`src/rtl/gpu_instr_pkg.sv`:
```
// gpu_instr_pkg: shared constants and the instruction word-pair type for the
// GPU instruction intake path.
//   GPU_DATA_W     - width of one instruction word (A or B)
//   GPU_FIFO_DEPTH - default intake FIFO depth
//   gpu_instr_t    - packed {a, b} instruction pair
package gpu_instr_pkg;

  localparam int GPU_DATA_W     = 32;
  localparam int GPU_FIFO_DEPTH = 16;

  typedef struct packed {
    logic [GPU_DATA_W-1:0] a;
    logic [GPU_DATA_W-1:0] b;
  } gpu_instr_t;

endpackage

```
`src/rtl/gpu_instr_fifo.sv`:
```
// gpu_instr_fifo: generic synchronous show-ahead FIFO.
//   clk_i    - clock
//   rst_n_i  - synchronous active-low reset (pointers/count only, memory kept)
//   push_i   - write request; honoured when not full, or when full and a pop
//              happens in the same cycle
//   wdata_i  - write data
//   pop_i    - read request; ignored when empty
//   rdata_o  - head entry (mem[rd_ptr]), valid whenever empty_o is low
//   full_o   - count == DEPTH
//   empty_o  - count == 0
module gpu_instr_fifo #(
  parameter int DEPTH = 16,
  parameter int WIDTH = 64
) (
  input  logic             clk_i,
  input  logic             rst_n_i,
  input  logic             push_i,
  input  logic [WIDTH-1:0] wdata_i,
  input  logic             pop_i,
  output logic [WIDTH-1:0] rdata_o,
  output logic             full_o,
  output logic             empty_o
);

  localparam int AW = $clog2(DEPTH);
  localparam int CW = AW + 1;

  logic [WIDTH-1:0] mem_q [DEPTH];
  logic [AW-1:0]    wr_ptr_q, wr_ptr_d;
  logic [AW-1:0]    rd_ptr_q, rd_ptr_d;
  logic [CW-1:0]    count_q,  count_d;
  logic             do_push, do_pop;

  assign full_o  = (count_q == CW'(DEPTH));
  assign empty_o = (count_q == '0);
  assign rdata_o = mem_q[rd_ptr_q];

  // When full, the slot being written is the one being popped this cycle,
  // so a simultaneous push is safe.
  assign do_pop  = pop_i & ~empty_o;
  assign do_push = push_i & (~full_o | do_pop);

  always_comb begin
    wr_ptr_d = wr_ptr_q;
    rd_ptr_d = rd_ptr_q;
    count_d  = count_q;
    // DEPTH is a power of two, so pointer overflow is the modulo wrap.
    if (do_push) wr_ptr_d = wr_ptr_q + AW'(1);
    if (do_pop)  rd_ptr_d = rd_ptr_q + AW'(1);
    case ({do_push, do_pop})
      2'b10:   count_d = count_q + CW'(1);
      2'b01:   count_d = count_q - CW'(1);
      default: count_d = count_q;
    endcase
  end

  always_ff @(posedge clk_i) begin
    if (!rst_n_i) begin
      wr_ptr_q <= '0;
      rd_ptr_q <= '0;
      count_q  <= '0;
    end else begin
      wr_ptr_q <= wr_ptr_d;
      rd_ptr_q <= rd_ptr_d;
      count_q  <= count_d;
    end
  end

  // Storage is never reset; contents behind count are don't-care.
  always_ff @(posedge clk_i) begin
    if (do_push) mem_q[wr_ptr_q] <= wdata_i;
  end

endmodule

```
`src/rtl/gpu_instr_intake.sv`:
```
// gpu_instr_intake: receives {data_a, data_b} instruction pairs on rising
// edges of the PIO strobe wrreg, buffers them in a show-ahead FIFO and hands
// them to the decoder over instr_valid/instr_ready.
//   clk_clk       - clock
//   reset_reset_n - synchronous active-low reset
//   data_a/data_b - instruction words, sampled on the wrreg rising edge cycle
//   wrreg         - write strobe (level; one request per rising edge)
//   wrfull        - FIFO full, software polls before writing
//   instr_a/b     - head entry
//   instr_valid   - head entry valid
//   instr_ready   - decoder accepts head entry
//   drop_cnt      - saturating dropped-write count; only when
//                   GPU_INSTR_DROP_CNT_EN is defined
module gpu_instr_intake
  import gpu_instr_pkg::*;
#(
  parameter int DEPTH  = GPU_FIFO_DEPTH,
  parameter int DATA_W = GPU_DATA_W
) (
  input  logic              clk_clk,
  input  logic              reset_reset_n,
  input  logic [DATA_W-1:0] data_a,
  input  logic [DATA_W-1:0] data_b,
  input  logic              wrreg,
  output logic              wrfull,
  output logic [DATA_W-1:0] instr_a,
  output logic [DATA_W-1:0] instr_b,
  output logic              instr_valid,
  input  logic              instr_ready
`ifdef GPU_INSTR_DROP_CNT_EN
  ,
  output logic [15:0]       drop_cnt
`endif
);

  logic              wrreg_q;
  logic              push_req, pop, accept;
  logic              empty;
  logic [2*DATA_W-1:0] rdata;

  // wrreg_q clears on reset, so a strobe already high at release counts
  // as a fresh edge.
  always_ff @(posedge clk_clk) begin
    if (!reset_reset_n) wrreg_q <= 1'b0;
    else                wrreg_q <= wrreg;
  end

  assign push_req = wrreg & ~wrreg_q;
  assign pop      = instr_valid & instr_ready;
  assign accept   = push_req & (~wrfull | pop);

  gpu_instr_fifo #(
    .DEPTH (DEPTH),
    .WIDTH (2*DATA_W)
  ) u_fifo (
    .clk_i   (clk_clk),
    .rst_n_i (reset_reset_n),
    .push_i  (accept),
    .wdata_i ({data_a, data_b}),
    .pop_i   (pop),
    .rdata_o (rdata),
    .full_o  (wrfull),
    .empty_o (empty)
  );

  assign instr_valid = ~empty;
  assign instr_a     = rdata[2*DATA_W-1:DATA_W];
  assign instr_b     = rdata[DATA_W-1:0];

`ifdef GPU_INSTR_DROP_CNT_EN
  logic [15:0] drop_q, drop_d;

  always_comb begin
    drop_d = drop_q;
    if (push_req && !accept && drop_q != 16'hFFFF) drop_d = drop_q + 16'd1;
  end

  always_ff @(posedge clk_clk) begin
    if (!reset_reset_n) drop_q <= '0;
    else                drop_q <= drop_d;
  end

  assign drop_cnt = drop_q;
`endif

endmodule

```
`config.mk`:
```
export PLATFORM = sky130hd
export DESIGN_NAME = gpu_instr_intake
export DESIGN_NICKNAME = d
export VERILOG_FILES = /design/src/rtl/gpu_instr_pkg.sv /design/src/rtl/gpu_instr_fifo.sv /design/src/rtl/gpu_instr_intake.sv
export SDC_FILE = /design/constraint.sdc
export NUM_CORES = 1
export LEC_CHECK = 0
export ABC_AREA = 1
export CORE_ASPECT_RATIO = 0.9
export CORE_MARGIN = 3
export CORE_UTILIZATION = 35
export CTS_BUF_LIST = sky130_fd_sc_hd__clkbuf_8
export DETAILED_ROUTE_END_ITERATION = 10
export GPL_ROUTABILITY_DRIVEN = 1
export SLEW_MARGIN = 15
export SYNTH_ARGS = -nofsm -noshare
export SYNTH_HDL_FRONTEND = slang
export SYNTH_HIERARCHICAL = 1
export SYNTH_SLANG_ARGS = --single-unit
```
`constraint.sdc`:
```
create_clock -name clk_clk -period 5.5 [get_ports clk_clk]
set_clock_uncertainty 0.15 [all_clocks]
set_input_delay 0.825 -clock clk_clk [delete_from_list [all_inputs] [get_ports clk_clk]]
set_output_delay 0.825 -clock clk_clk [all_outputs]
set_load 0.03 [all_outputs]
```
==> results_dict.tcl <==
set metrics [dict create \
    status "finished, final reports clean" \
    post_cts_resized 0 \
    worst_pin_slew_ns 1.111 \
    crit_path_end_kind "primary output" \
    intPower_mw 14.52 \
    initialDrtViolationCount 2169 \
    ant_nets 0 \
    drt-pass1-iter-count 5 \
    max_slew_margin_pct 25.94 \
    insertion_delay_ns 0.83 \
    seq_area_frac_synth_pct 72.48 \
    arrival_ns 3.69 \
    crit_path_max_fanout 53 \
    regArea_um2 31120 \
    path_common_cell "nand3_1" \
    finalSetupTns_ns 0 \
    vias 25765 \
    rsz0062_at_grt "no" \
    ys_warn_count 6 \
    async_flop_share_pct 0 \
    critPathLaunchType "flip-flop" \
    cts-buffers-inserted 173 \
    avgRoutedWirePerCell_um 19.40 \
    required_ns 4.53 \
    switchingPower_mw 7.492 \
    grt_pass1_vias 24709 \
    final_nets 3611 \
    route.detailed.drc 0 \
    period_share_pct 84.90 \
    cts_hold_repair.buffers 0 \
    synth.cell_area_um2 42920 \
    vias_per_cell 4.895 \
    gr-usage-all-layers_pct 15.90 \
    p_comb_share_pct 30.3 \
    clock-root-buffer "clkbuf_8" \
    design_power_total_mw 22.02 \
    synthTopCellsByArea "edfxtp_1 72%, inv_1 4.7%, nand3_1 4.6%" \
    min_period_ns 4.669 \
    multi_input_area_um2 8502 \
    ys_types 27 \
    floorplan.rows 121 \
    synth_enable_flop_cells 1024 \
    n_fill_cell 11240 \
    power.density_nw_per_um2 449.9 \
    syn_inst 3364 \
    core_area_um2 121300 \
    clock_power_share_pct 28.2 \
    hold_viol_final 0 \
    max_freq_mhz 214.2 \
    leakage_nw 17.20 \
    drive_above_1_share_pct 10.14 \
    grt_pass1_wl_um 154000 \
    worstSetupPathType "reg -> out" \
    hpwlAfterDp_um 53240 \
    maxCapViolations 0 \
    synth_fp_nets 3441 \
    dieHeight_um 338.2 \
    finalSetupViolCount 0 \
    die_w_um 375.1 \
    grt-ovfl-total 0 \
    dp_cells 4958 \
    ys_ff_latch 1042 \
    cts.sinks 1042 \
    path_clk_slew_ns 0.05 \
    final_cells 5264 \
    gp_congestion 0.7287 \
    cts_setup_buffers 0 \
    max_stage_delay_ns 0.95 \
    clockBufferDepth 3 \
    wl_um 102100 \
    sequentialPowerShare_pct 41.5 \
    synth_top_area_share_pct 71.64 \
    cts_tree "yes" \
    hp-class "reg -> reg" \
    cpMaxStageDelayCell "dfxtp_4" \
    ios 134 \
    area_growth_pct 14.00 \
    grt_max_degree 102 \
    dieArea_um2 126900 \
    start_util_pct 35.39 \
    cts.htree.levels 4 \
    max-vdd-ir-drop_mv 0.2353 \
    yosysTopAreaCell "edfxtp_1" \
    avgSynthCellArea_um2 12.76 \
    antenna_found_initial 9 \
    slew_viol_final 0 \
    final_util_pct 40.35 \
    switching_share_pct 34.03 \
    synth_ff_type "edfxtp_1" \
    io_buffers 133 \
    cp_cell_sequence "buf_4 > o211ai_1 > nand3_1 > nand3_1 > nand2_1 > clkdlybuf4s50_1" \
]
## placed cells by master, fill, tap and decap left out, drive strengths merged
| master | synthesis | routed |
|---|---|---|
| clkdlybuf4s50 | 0 | 133 |
| nand3 | 395 | 395 |
| edfxtp | 1024 | 1024 |
| xnor2 | 1 | 1 |
| clkinv | 0 | 47 |
| nor2 | 34 | 34 |
| bufinv | 0 | 5 |
| clkinvlp | 0 | 4 |
| diode | 0 | 7 |
| o21ai | 265 | 265 |
| ha | 8 | 8 |
| xor2 | 2 | 2 |
| o211ai | 256 | 256 |
| a21oi | 265 | 265 |
| inv | 537 | 604 |
| nand2 | 344 | 344 |
| clkbuf | 51 | 176 |
| buf | 162 | 75 |
| fa | 1 | 1 |
| nand3b | 1 | 1 |
| dfxtp | 18 | 18 |
## kinds of logic after synthesis
| logic type | Yosys count | synth area share (%) |
|---|---|---|
| compound gates | 786 | 11.25 |
| simple gates | 774 | 7.941 |
| fa+ha+maj | 9 | 0.2799 |
| flops | 1042 | 72.48 |
| xor+xnor | 3 | 0.06123 |
| buf+inv | 750 | 7.993 |
## final cells by class
| cell class | count | share of cell area, % |
|---|---|---|
| Inverter | 537 | 4.135 |
| Clock buffer | 176 | 4.950 |
| Multi-Input combinational cell | 1572 | 17.37 |
| Sequential cell | 1042 | 63.61 |
| Tap cell | 1599 | 4.089 |
| Clock inverter | 123 | 1.376 |
| Timing Repair Buffer | 208 | 4.434 |
| Antenna cell | 7 | 0.03580 |
## sequential cells by signal (all words and copies together) (netlist names), named ones only
signal	count
u_fifo/mem_q	1024
u_fifo/count_q	5
u_fifo/rd_ptr_q	4
u_fifo/wr_ptr_q	4
wrreg_q	1
## cell usage after synthesis (2+ instances only)
library cell and number:
clkbuf_1 46, edfxtp_1 1024, nand2_1 342, dfxtp_1 18, a21oi_2 53, xor2_1 2
buf_6 60, inv_2 3, o211ai_1 246, nand2_2 2, o21ai_1 240, o21ai_0 24
buf_2 72, o211ai_2 10, buf_1 15, inv_1 534, a21oi_1 212, nand3_1 395
buf_4 14, clkbuf_2 5, nor2_1 34, ha_1 8
## power groups by stage
stage / Sequential [mW] / Combinational, mW / Clock (mW)
final: 9.14 / 6.67 / 6.21
after global placement: 9.31 / 6.70 / 0
after CTS: 9.14 / 6.76 / 6.42
after floorplan: 9.16 / 5.05 / 0
after detailed placement: 9.30 / 6.73 / 0
after global routing: 9.16 / 7.37 / 6.78
## metrics by stage
| stage | area [um^2] | setup WS, ns | hold slack [ns] |
|---|---|---|---|
| after floorplan | 42920 | 0.7818 | 0.2968 |
| after global placement | 45820 | 1.659 | 0.3629 |
| after detailed placement | 45820 | 1.662 | 0.3714 |
| after CTS | 48920 | 0.7357 | 0.3306 |
| after global routing | 48920 | 0.6235 | 0.3887 |
| final | 48930 | 0.8307 | 0.3598 |
## final timing paths
| kind | slack (ns) | to | cells after the start | startpoint |
|---|---|---|---|---|
| worst max-delay path | 0.83 | instr_b[25] | 6 | flip-flop |
| worst min register to register | 0.36 | flip-flop | 2 | u_fifo/rd_ptr_q[2]$_SDFFE_PN0N_ |
| worst min-delay path | 0.36 | flip-flop | 2 | u_fifo/rd_ptr_q[2]$_SDFFE_PN0N_ |
| worst max register to register | 2.31 | u_fifo/mem_q[13][22]$_DFFE_PP_ | 11 | u_fifo/count_q[4]$_SDFFE_PN0P_ |
## metal layers
| layer | vias up | global-route usage, % | wire, um |
|---|---|---|---|
| met1 | 12609 | 21.74 | 45710 |
| met4 | 2 | 5.063 | 2176 |
| met3 | 159 | 3.305 | 5772 |
| met2 | 655 | 25.44 | 48470 |
| met5 | - | 0 | 11 |
| li1 | 12340 | - | - |
## worst max-delay path: cells and delay by family, from the launching register on
family          cells  cell delay (ns)
compound gates      1             0.15
simple gates        3             0.47
buf+inv             2             1.25
flops               1             0.95
Note: power is estimated with default switching activity, not from simulation.
